`src/rtl/mi_sequencer.sv`:
```
// mi_sequencer: microinstruction sequencer. FETCH captures a control word
// and its address operand, EXEC decodes it (branch, plain commit, memory
// access or illegal), MEM holds a memory request until mem_ack.
// Optional build macro MI_SEQUENCER_TIMEOUT_EN adds a 15-cycle ack timeout.
module mi_sequencer (
  input  logic        clk,
  input  logic        rst_n,
  input  logic [32:0] micro_instruction,
  input  logic [10:0] data_addr,
  output logic        HOLD,
  input  logic        zf,
  input  logic        cy,
  output logic [10:0] pc,
  output logic [3:0]  alu_op,
  output logic [1:0]  sh,
  output logic        kmx,
  output logic [4:0]  bus_a,
  output logic [5:0]  bus_b,
  output logic [5:0]  bus_c,
  output logic        ctrl_valid,
  output logic        mem_req,
  output logic        mem_we,
  output logic [10:0] mem_addr,
  input  logic        mem_ack,
  output logic        err
);

  typedef enum logic [1:0] {FETCH = 2'd0, EXEC = 2'd1, MEM = 2'd2} state_e;

  state_e      state_q;
  logic [10:0] pc_q, addr_q, mem_addr_q;
  logic [6:0]  t_q;
  logic        mr_q, mw_q;
  logic [3:0]  alu_q;
  logic [1:0]  sh_q;
  logic        kmx_q;
  logic [4:0]  bus_a_q;
  logic [5:0]  bus_b_q, bus_c_q;
  logic        hold_q, cv_q, mem_req_q, mem_we_q, err_q;
`ifdef MI_SEQUENCER_TIMEOUT_EN
  logic [3:0]  tmo_cnt_q;
`endif

  logic        br_taken;
  logic [10:0] pc_inc;

  // Branch decision on the captured T_word; flags are live during EXEC.
  // pc_inc wraps 2047 -> 0 through natural 11-bit overflow.
  always_comb begin
    br_taken = t_q[6] & ((t_q[5:0] == 6'd0) | (t_q[0] & zf) | (t_q[4] & cy));
    pc_inc   = pc_q + 11'd1;
  end

  // Sequencer FSM with all outputs registered.
  always_ff @(posedge clk or negedge rst_n) begin
    if (!rst_n) begin
      state_q    <= FETCH;
      pc_q       <= '0;
      addr_q     <= '0;
      mem_addr_q <= '0;
      t_q        <= '0;
      mr_q       <= 1'b0;
      mw_q       <= 1'b0;
      alu_q      <= '0;
      sh_q       <= '0;
      kmx_q      <= 1'b0;
      bus_a_q    <= '0;
      bus_b_q    <= '0;
      bus_c_q    <= '0;
      hold_q     <= 1'b0;
      cv_q       <= 1'b0;
      mem_req_q  <= 1'b0;
      mem_we_q   <= 1'b0;
      err_q      <= 1'b0;
`ifdef MI_SEQUENCER_TIMEOUT_EN
      tmo_cnt_q  <= '0;
`endif
    end else begin
      cv_q <= 1'b0;
      case (state_q)
        FETCH: begin
          alu_q   <= micro_instruction[32:29];
          sh_q    <= micro_instruction[28:27];
          kmx_q   <= micro_instruction[26];
          mr_q    <= micro_instruction[25];
          mw_q    <= micro_instruction[24];
          bus_b_q <= micro_instruction[23:18];
          bus_c_q <= micro_instruction[17:12];
          t_q     <= micro_instruction[11:5];
          bus_a_q <= micro_instruction[4:0];
          addr_q  <= data_addr;
          // Non-memory words commit during their EXEC cycle, so the strobe
          // is raised as the word enters EXEC.
          cv_q    <= ~(micro_instruction[25] | micro_instruction[24]);
          hold_q  <= 1'b1;
          state_q <= EXEC;
        end
        EXEC: begin
          if (mr_q ^ mw_q) begin
            mem_req_q  <= 1'b1;
            mem_we_q   <= mw_q;
            mem_addr_q <= addr_q;
`ifdef MI_SEQUENCER_TIMEOUT_EN
            tmo_cnt_q  <= '0;
`endif
            state_q    <= MEM;
          end else if (mr_q & mw_q) begin
            // Illegal read+write word: flag and skip.
            err_q   <= 1'b1;
            pc_q    <= pc_inc;
            hold_q  <= 1'b0;
            state_q <= FETCH;
          end else begin
            pc_q    <= br_taken ? addr_q : pc_inc;
            hold_q  <= 1'b0;
            state_q <= FETCH;
          end
        end
        MEM: begin
          if (mem_ack) begin
            mem_req_q <= 1'b0;
            cv_q      <= 1'b1;
            pc_q      <= pc_inc;
            hold_q    <= 1'b0;
            state_q   <= FETCH;
          end
`ifdef MI_SEQUENCER_TIMEOUT_EN
          // Count reaches 14 at the end of the 15th unacknowledged cycle.
          else if (tmo_cnt_q == 4'd14) begin
            mem_req_q <= 1'b0;
            err_q     <= 1'b1;
            pc_q      <= pc_inc;
            hold_q    <= 1'b0;
            state_q   <= FETCH;
          end else begin
            tmo_cnt_q <= tmo_cnt_q + 4'd1;
          end
`endif
        end
        default: begin
          hold_q  <= 1'b0;
          state_q <= FETCH;
        end
      endcase
    end
  end

  assign HOLD       = hold_q;
  assign pc         = pc_q;
  assign alu_op     = alu_q;
  assign sh         = sh_q;
  assign kmx        = kmx_q;
  assign bus_a      = bus_a_q;
  assign bus_b      = bus_b_q;
  assign bus_c      = bus_c_q;
  assign ctrl_valid = cv_q;
  assign mem_req    = mem_req_q;
  assign mem_we     = mem_we_q;
  assign mem_addr   = mem_addr_q;
  assign err        = err_q;

endmodule

```
`config.mk`:
```
export PLATFORM = sky130hd
export DESIGN_NAME = mi_sequencer
export DESIGN_NICKNAME = d
export VERILOG_FILES = /design/src/rtl/mi_sequencer.sv
export SDC_FILE = /design/constraint.sdc
export NUM_CORES = 1
export LEC_CHECK = 0
export ABC_AREA = 1
export BUFFER_PORTS_ARGS = -buffer_cell sky130_fd_sc_hd__buf_2
export CORE_MARGIN = 4
export CORE_UTILIZATION = 35
export CTS_CLUSTER_SIZE = 14
export DETAILED_ROUTE_END_ITERATION = 6
export RECOVER_POWER = 50
export SLEW_MARGIN = 40
export SYNTH_ARGS = -nofsm -noshare
export SYNTH_HDL_FRONTEND = slang
export SYNTH_SLANG_ARGS = --single-unit
```
`constraint.sdc`:
```
create_clock -name clk -period 3.88 [get_ports clk]
set_input_delay 0.194 -clock clk [delete_from_list [all_inputs] [get_ports clk]]
set_output_delay 0.194 -clock clk [all_outputs]
set_load 0.02 [all_outputs]
```
==> metrics.cfg, run 1 <==
[global_route]
grt_pass1_vias = 2531
grt_overflow_total = 0
grt_first_pass_wirelength_mm = 12.2
grtUsageTotal = 0.147
antenna_found_initial = 0
grt_max_degree = 74

[placed_design]
place_hpwl_mm = 5.33
gp_congestion = 0.794
numPortBuffers = 99

[sta]
period_share = 0.494
slew_headroom = -0.185
setup_viol = 0
worst_hold_slack_ns = 0.0460
clock.fmax_ghz = 0.522
slew_viol_final = 74
min_period_ns = 1.92
hold_viol = 0
tns_ns = 0
rsz0062_at_grt = no
tightest_slew_ns = 1.78
clock_skew_ns = 0.0132

[drt]
avgViaCountPerCell = 4.51
routedWlPerCell_um = 12.6
first_iter_violations = 87
drtAntennaViolNets = 0
drc_errors = 0
drt-pass1-iter-count = 4
routed_wl_mm = 7.49
num_vias = 2680

[clocking]
cts_resized = 0
cts_buffer_depth = 2
htree_levels = 3
clk_latency_ns = 0.34
clock_sinks = 73
cts_root_buffer = clkbuf_8
cts_tree = yes
clk_pin_slew_worst_paths_ns = 0.08
numCtsBuffers = 9

[synth]
async_reset_ff_frac = 1.00
ys.flop_type = dfrtp_1
yosys.area.top_type = dfrtp_1
synth.net_count = 436
netlist.area_leader.share = 0.573
synth_edf_count = 0
netlist_area_sq_um = 3190
ys_ff_latch = 73
syn_area_per_cell_sq_um = 8.30
synth_warnings = 0
synth_cell_types = 22
yosysSeqAreaShare = 0.573
synthTopCellsByArea = dfrtp_1, nand2_1, nand3_1, o21ai_0, inv_1
syn_inst = 384

[hold_path]
hold_end = sh[1]
hp-class = primary input to flip-flop
hp-start = micro_instruction[28]
hold_depth = 3

[floorplan]
io_pins = 100
initial_core_util = 0.362
core_sq_um = 8810
die-width_um = 103
rows = 34
die-area_sq_um = 10700
dieHeight_um = 103

[critical_path]
crit_slowest_cell = clkbuf_2
r2r_cells = 8
critical_path_class = primary input to async pin
crit_chain = dlygate4sd3_1, clkbuf_2
worstSetupEndpointType = async pin
r2r_start = mr_q
slowest_delay_ns = 1.28
cp.arrival_ns = 2.03
reg2reg_to = pc[4]
crit_path_start = rst_n
crit_path_max_fanout = 73
critical_path_buf_inv_count = 2
r2r_slack_ns = 2.08
crit_family = buffers and inverters
cp-start-kind = primary input
cp.required_ns = 3.99

[cells_and_area]
drive_gt1_frac = 0.206
syn2layout_area_growth_pct = 22.1
nets = 532
most-common-layout-cells = nand2_1, buf_2, dfrtp_1
final_common_cell = nand2_1

[power_and_ir_drop]
ir_drop_v = 0.000366
power.density_nw_per_um2 = 902
cellLeakagePower_nw = 2.11

[outcome]
outcome = finished, violations left
failed_checks = capacitance limit, slew limit

[flow_run]
maxCapViolCount = 1

[kinds of logic (layout without fill, tap and decap cells)]
logic type / after synthesis / count (layout) / synth area share
AO/OA/AOI/OAI: 29 / 29 / 0.0498
XOR/XNOR: 3 / 3 / 0.00824
adder cells (fa/ha/maj): 3 / 3 / 0.0118
buffers and inverters: 45 / 146 / 0.0636
flip-flops: 73 / 73 / 0.573
other: 0 / 1 / 0
AND/OR/NAND/NOR: 231 / 231 / 0.294
[final cells by class]
type	instances	area, sq um
Fill cell	908	4910
Sequential cell	73	1830
Multi-Input combinational cell	266	1170
Timing Repair Buffer	101	483
Tap cell	108	135
Clock buffer	10	128
Inverter	29	109
Clock inverter	6	43.8
Antenna cell	1	2.50
[power breakdown]
group / switching (mW) / internal, mW / leakage (nW)
Sequential: 0.254 / 1.13 / 0.898
Combinational: 1.12 / 0.484 / 1.13
Clock: 0.290 / 0.233 / 0.0749
[stage by stage]
| stage | instances | power, mW | util | cell area (sq um) | setup slack, ns |
|---|---|---|---|---|---|
| after CTS | 593 | 3.60 | 0.446 | 3930 | 2.03 |
| after global routing | 593 | 3.85 | 0.442 | 3890 | 1.54 |
| final | 594 | 3.51 | 0.442 | 3890 | 1.96 |
| after global placement | 576 | 3.02 | 0.425 | 3740 | 2.13 |
| after detailed placement | 576 | 3.06 | 0.425 | 3750 | 2.05 |
| after floorplan | 384 | 2.56 | - | 3190 | 2.47 |
[cells in the mapped netlist (3+ instances only)]
cell      number
clkbuf_1       3
nor2_2         4
nand2_1      185
o21ai_0       24
inv_1         28
ha_1           3
nand3_1       29
nand4_1        3
buf_2          6
dfrtp_1       73
buf_4          7
nor2_1         6
[per-layer routing]
metal  vias up  wire [um]  part of all wire  track usage
met5         -          0                 0            0
met4         0         56            0.0075       0.0418
met3         6        586             0.078       0.0563
met2        79       3340              0.45        0.214
met1      1208       3510              0.47        0.206
li1       1387          -                 -            -
[state kept, by name, indices dropped and copies added (netlist names)]
register,flops
pc,11
HOLD,1
mem_addr,11
mem_req,1
err,1
kmx,1
state_q,2
alu_op,4
bus_b,6
ctrl_valid,1
addr_q,11
sh,2
mem_we,1
bus_a,5
mw_q,1
t_q,7
mr_q,1
bus_c,6
[worst min-delay path, stage by stage]
cell	delay (ns)
buf_2	0.07
nand2_1	0.04
nand2_1	0.05
[worst max-delay path by stage]
stage	to	slack (ns)	cells past startpoint
6_report	mem_addr[10]	1.96	2
5_1_grt	pc[8]	1.54	2
4_1_cts	pc[4]	2.03	8
3_5_place_dp	pc[4]	2.05	8
3_3_place_gp	pc[7]	2.13	8
2_1_floorplan	pc[8]	2.47	8
[what timing repair did]
action / CTS / global route
hold buffers: 1 / 0
buffers inserted: 0 / 0
hold endpoints to repair: 73 / 0
Note: power is estimated with default switching activity, not from simulation.
==> run 2, diff against run 1 <==
==> constraint.sdc (replaced) <==
create_clock -name clk -period 1.56 [get_ports clk]
set_input_delay 0.078 -clock clk [delete_from_list [all_inputs] [get_ports clk]]
set_output_delay 0.078 -clock clk [all_outputs]
set_load 0.02 [all_outputs]
==> run 2 against run 1 <==
  * The flow now finishes without violations
  * Final cell count increased by 8.9%
  * Setup slack got worse by 1.9 ns
  * Hold slack improved by 0.34 ns
  * Register-to-register slack got worse by 2.0 ns
  * Via count increased by 9.0%
  * Clock power increased to 2.6 times the previous value
  * First-iteration DRC count increased by 23%
  * Combinational power increased to 2.8 times the previous value
  * Global-route usage increased by 1.7 points
  * Largest cell class unchanged
  * Clock-buffer cell count increased by 3
==> metrics.cfg, run 2 (synthesis gave the netlist of run 1 again) <==
[flow_run]
maxCapViolCount = 0  ; -1

[floorplan]
die-area_sq_um = 10700  ; unchanged
die-width_um = 103  ; unchanged
rows = 34  ; unchanged
io_pins = 100  ; unchanged
dieHeight_um = 103  ; unchanged
core_sq_um = 8810  ; unchanged
initial_core_util = 0.362  ; unchanged

[sta]
slew_headroom = 0.419  ; +0.604
hold_viol = 0  ; unchanged
setup_viol = 0  ; unchanged
period_share = 0.947
tns_ns = 0  ; unchanged
tightest_slew_ns = 0.871  ; -0.907 ns
clock.fmax_ghz = 0.677
min_period_ns = 1.48
clock_skew_ns = 0.00888  ; -0.00436 ns
slew_viol_final = 0  ; -100%

[clocking]
numCtsBuffers = 9  ; unchanged
clk_latency_ns = 0.34  ; about the same
cts_root_buffer = clkbuf_8
clk_pin_slew_worst_paths_ns = 0.08  ; about the same
htree_levels = 3  ; unchanged
cts_buffer_depth = 2  ; unchanged
clock_sinks = 73  ; unchanged
cts_tree = yes

[power_and_ir_drop]
internal-power_mw = 4.95  ; +170%
pwr-share-seq = 0.372  ; -0.022
p_switching_mw = 4.23  ; +150%
swShare = 0.461  ; -0.0131
power.density_nw_per_um2 = 2070  ; +130%
cellLeakagePower_nw = 2.36  ; +12%
pwr-share-clk = 0.146  ; -0.003
ir_drop_v = 0.000837  ; +130%
combPwrFrac = 0.482  ; +0.025

[critical_path]
worstSetupEndpointType = flip-flop
cp.required_ns = 1.79  ; -2.20 ns
crit_path_max_fanout = 11  ; -85%
cp.arrival_ns = 1.71  ; -0.32 ns
cp-start-kind = flip-flop
critical_path_class = flip-flop to flip-flop

[drt]
num_vias = 2920  ; +9.0%
drc_errors = 0  ; unchanged
drt-pass1-iter-count = 4  ; unchanged
routedWlPerCell_um = 12.8  ; +1.7%
drtAntennaViolNets = 0  ; unchanged
first_iter_violations = 107  ; +23%
routed_wl_mm = 8.30  ; +11%
avgViaCountPerCell = 4.51  ; about the same

[placed_design]
numPortBuffers = 99  ; unchanged
gp_congestion = 0.784  ; -1.3%
place_hpwl_mm = 5.55  ; +4.1%

[cells_and_area]
post-route-util = 0.504  ; +0.0619
nets = 586  ; +10%
syn2layout_area_growth_pct = 39.2
most-common-layout-cells = nand2_1, buf_2, dfrtp_1
drive_gt1_frac = 0.202  ; -0.00396
seq_area_sq_um = 1830  ; unchanged
diodes = 0  ; -1
final_common_cell = nand2_1
num-fill-cells = 821  ; -9.6%
multi_input_area_sq_um = 1170  ; +0.64%

[global_route]
antenna_found_initial = 0  ; unchanged
grt_overflow_total = 0  ; unchanged
grt_max_degree = 41  ; -45%
grt_pass1_vias = 2828  ; +12%
grt_first_pass_wirelength_mm = 13.6  ; +11%
grtUsageTotal = 0.164  ; +0.0172

[hold_path]
hp-class = primary input to async pin

[outcome]
outcome = finished, final reports clean

==> run 2: cell types whose count changed in the layout (fill, tap and decap cells not counted), moves of 2 or more <==
cell           before  now
buf_4               1    7
clkbuf_8            9   11
buf_6               0    2
clkinvlp_4          4    0
clkinv_2            1    3
dlygate4sd3_1       1   46
==> run 2: worst paths after layout <==
path	from	end	slack (ns)	depth (start not counted)
min in group clk	cy	pc[1]	0.45	9
max in group asynchronous	rst_n	bus_a[2]	0.31	3
max reg2reg	mr_q	pc[8]	0.08	6
min	rst_n	pc[5]	0.38	2
max	mr_q	pc[8]	0.08	6
min reg2reg	t_q[2]	t_q[2]	0.47	2
==> run 2: cell type report <==
class / count / area share
clock buffers: 13 / 0.0358
clock inverters: 3 / 0.00338
inverters: 29 / 0.0245
multi-input cells: 266 / 0.264
flip-flops and latches: 73 / 0.411
well taps: 108 / 0.0304
repair buffers: 155 / 0.230
==> run 2: worst max-delay path: stages (launching register included) <==
cell and delay [ns]:
dfrtp_1 0.40, ha_1 0.33, nand3b_1 0.16, nand2_1 0.09, inv_1 0.19, nand2_1 0.13
nand2_1 0.07
==> run 2: repair_timing <==
action	in CTS	in global routing
setup endpoints to repair	2	8
gates resized for setup	1	2
hold buffers	46	0
setup buffers	0	1
hold endpoints to repair	79	0
pin swaps	0	1
==> run 2: power by group through the flow <==
stage	logic [mW]	clock network, mW	registers (mW)
2_1_floorplan	2.27	0	4.11
3_3_place_gp	4.33	0	3.41
3_5_place_dp	4.43	0	3.41
4_1_cts	4.52	1.40	3.40
5_1_grt	5.00	1.48	3.53
6_report	4.42	1.34	3.41
==> run 2: per-layer routing <==
| layer | track usage | routed length [um] | up-vias |
|---|---|---|---|
| met5 | 0 | 0 | - |
| met4 | 0.0618 | 137 | 0 |
| met3 | 0.0443 | 505 | 12 |
| met2 | 0.249 | 3890 | 88 |
| met1 | 0.226 | 3760 | 1334 |
| li1 | - | - | 1486 |
==> run 2: through the flow <==
step / area, sq um / total power, mW / setup slack, ns / hold slack, ns / std cells
2_1_floorplan: 3190 / 6.38 / 0.149 / -0.218 / 384
3_3_place_gp: 3830 / 7.74 / 0.0603 / 0.0661 / 584
3_5_place_dp: 3830 / 7.85 / 0.0220 / 0.0679 / 584
4_1_cts: 4460 / 9.32 / 0.0342 / 0.247 / 646
5_1_grt: 4440 / 10.0 / -0.00865 / 0.473 / 647
6_report: 4440 / 9.18 / 0.0831 / 0.384 / 647
==> run 3, diff against run 2 <==
--- a/config.mk
+++ b/config.mk
@@ -8,9 +8,10 @@
 export ABC_AREA = 1
 export BUFFER_PORTS_ARGS = -buffer_cell sky130_fd_sc_hd__buf_2
 export CORE_MARGIN = 4
-export CORE_UTILIZATION = 35
+export CORE_UTILIZATION = 46
 export CTS_CLUSTER_SIZE = 14
 export DETAILED_ROUTE_END_ITERATION = 6
+export PLACE_DENSITY = 0.76
 export RECOVER_POWER = 50
 export SLEW_MARGIN = 40
 export SYNTH_ARGS = -nofsm -noshare
==> run 3 against run 2 <==
  * Maximum frequency decreased by 2.4%
  * Core utilization increased by 17 points
  * Clock-buffer cell count decreased by 3
  * Final area increased by 2.1%
  * Clock power increased by 9%
  * Power increased by 4.8%
  * Final cell count decreased by 3.6%
  * Register-to-register slack got worse by 0.04 ns
  * Via count increased by 2.8%
  * Setup slack got worse by 0.036 ns
  * Combinational power increased by 6.6%
  * Global-route usage increased by 4.7 points
  * Critical endpoint is now pc[9]
==> metrics.cfg, run 3 (synthesis gave the netlist of run 1 again) <==
[critical_path]
r2r_cells = 10  ; +4
cp-start-kind = flip-flop
crit_path_max_fanout = 8  ; -3
reg2reg_to = pc[9]
r2r_start = mr_q
critical_path_class = flip-flop to flip-flop
crit_slowest_cell = dfrtp_1
crit_top_cell = nand2_1
crit_chain = ha_1, inv_1, nand2_1, nor2_4, buf_6, nand3_1, nand2_1, inv_1, nand2_1, nand2_1
cp.arrival_ns = 1.74  ; +0.03 ns
worstSetupEndpointType = flip-flop
slowest_delay_ns = 0.43  ; +0.03 ns
r2r_slack_ns = 0.05  ; -0.04 ns
crit_path_start = mr_q
cp.required_ns = 1.79  ; about the same

[clocking]
cts_root_buffer = clkbuf_8
cts_tree = yes
numCtsBuffers = 9  ; unchanged
clock_sinks = 73  ; unchanged
clk_latency_ns = 0.34  ; about the same
cts_buffer_depth = 2  ; unchanged
clk_pin_slew_worst_paths_ns = 0.08  ; about the same
htree_levels = 3  ; unchanged

[cells_and_area]
diodes = 0  ; unchanged
drive_gt1_frac = 0.268  ; +0.0662
post-route-cell-area_sq_um = 4530  ; +2.1%
final_common_cell = nand2_1
fin_cells = 624  ; -3.6%
nets = 592  ; +1.0%
syn2layout_area_growth_pct = 42.2
most-common-layout-cells = nand2_1, buf_2, dfrtp_1

[sta]
hold_viol = 0  ; unchanged
tns_ns = 0  ; unchanged
clock.fmax_ghz = 0.661  ; -2.4%
min_period_ns = 1.51  ; +0.0357 ns
tightest_slew_ns = 0.887  ; +0.0157 ns
worst_hold_slack_ns = 0.386  ; +0.00182 ns
clock_skew_ns = 0.00959  ; +0.000710 ns
setup_viol = 0  ; unchanged
slew_viol_final = 0  ; unchanged
period_share = 0.970  ; +0.0229
rsz0062_at_grt = yes
slew_headroom = 0.409  ; -0.0105

[power_and_ir_drop]
total_power_mw = 9.62  ; +4.8%
power.density_nw_per_um2 = 2120  ; +2.6%
ir_drop_v = 0.00126  ; +51%
cellLeakagePower_nw = 2.47  ; +4.5%

[floorplan]
die-area_sq_um = 8330  ; -22%
dieHeight_um = 91.3  ; -12%
io_pins = 100  ; unchanged
die-width_um = 91.3  ; -12%
core_sq_um = 6760  ; -23%
initial_core_util = 0.472  ; +0.110
rows = 30  ; -12%

[drt]
routedWlPerCell_um = 13.3  ; +3.8%
drt-pass1-iter-count = 4  ; unchanged
num_vias = 3003  ; +2.8%
drtAntennaViolNets = 0  ; unchanged
avgViaCountPerCell = 4.81  ; +6.6%
routed_wl_mm = 8.31  ; about the same
first_iter_violations = 149  ; +39%
drc_errors = 0  ; unchanged

[global_route]
antenna_found_initial = 0  ; unchanged
grtUsageTotal = 0.212  ; +0.0475
grt_overflow_total = 0  ; unchanged
grt_first_pass_wirelength_mm = 14.2  ; +4.4%
grt_pass1_vias = 3096  ; +9.5%
grt_max_degree = 35  ; -15%

[outcome]
outcome = finished, final reports clean

[placed_design]
gp_congestion = 0.810  ; +3.3%
post-place-cells = 557  ; -4.6%
dpl_cell_area_sq_um = 3800  ; -0.72%
place_hpwl_mm = 5.44  ; -2.0%
numPortBuffers = 99  ; unchanged

[flow_run]
maxCapViolCount = 0  ; unchanged

[hold_path]
hp-class = primary input to async pin

-- run 3: cell count changes in the layout (fill, tap and decap cells not counted), sizes merged --
| cell | before | now |
|---|---|---|
| bufinv | 0 | 1 |
| clkinvlp | 0 | 3 |
| clkbuf | 38 | 12 |
| inv | 29 | 28 |
| buf | 84 | 112 |
-- run 3: timing repair --
item	in CTS	in global routing
hold buffers	46	0
setup buffers	0	5
cloned	0	1
gates resized for setup	1	12
pin swaps	0	1
endpoints found under the hold margin	78	0
setup endpoints to repair	1	6
-- run 3: stage by stage --
stage,util,setup WS (ns)
after detailed placement,0.562,0.0273
final,0.671,0.0474
after CTS,0.660,0.0332
after floorplan,-,0.149
after global placement,0.562,0.116
after global routing,0.671,-0.0370
-- run 3: area by class of cell --
cell class / instances / area [sq um]
clock buffers: 10 / 138
repair inverters: 1 / 7.51
repair buffers: 160 / 1100
well taps: 80 / 100
multi-input cells: 266 / 1190
clock inverters: 5 / 56.3
flip-flops and latches: 73 / 1830
inverters: 29 / 113
fillers: 569 / 2220
-- run 3: worst max-delay path by stage --
stage,endpoint,slack [ns],depth (start not counted)
finish,pc[9],0.05,10
global route,pc[9],-0.04,10
CTS,pc[9],0.03,10
detailed placement,pc[7],0.03,8
global placement,pc[9],0.12,8
floorplan,pc[8],0.15,8
-- run 3: critical path, delay by kind of cell, from the launching register on --
kind                       cells  cell delay, ns
adders and majority gates      1            0.23
buffers and inverters          3            0.26
DFF                            1            0.43
and+or+nand+nor                6            0.49
-- run 3: layer usage --
metal / up-vias / track usage / share of wire
met4: 0 / 0.0854 / 0.023
met1: 1382 / 0.258 / 0.42
li1: 1502 / - / -
met3: 16 / 0.0530 / 0.063
met5: - / 0 / 0
met2: 103 / 0.360 / 0.50
-- run 3: where the power goes --
part / switching (mW) / total [mW] / internal (mW) / leakage [nW]
Clock: 0.688 / 1.46 / 0.770 / 0.0981
Combinational: 3.00 / 4.71 / 1.71 / 1.48
Sequential: 0.643 / 3.46 / 2.81 / 0.897
Total: 4.33 / 9.62 / 5.30 / 2.47
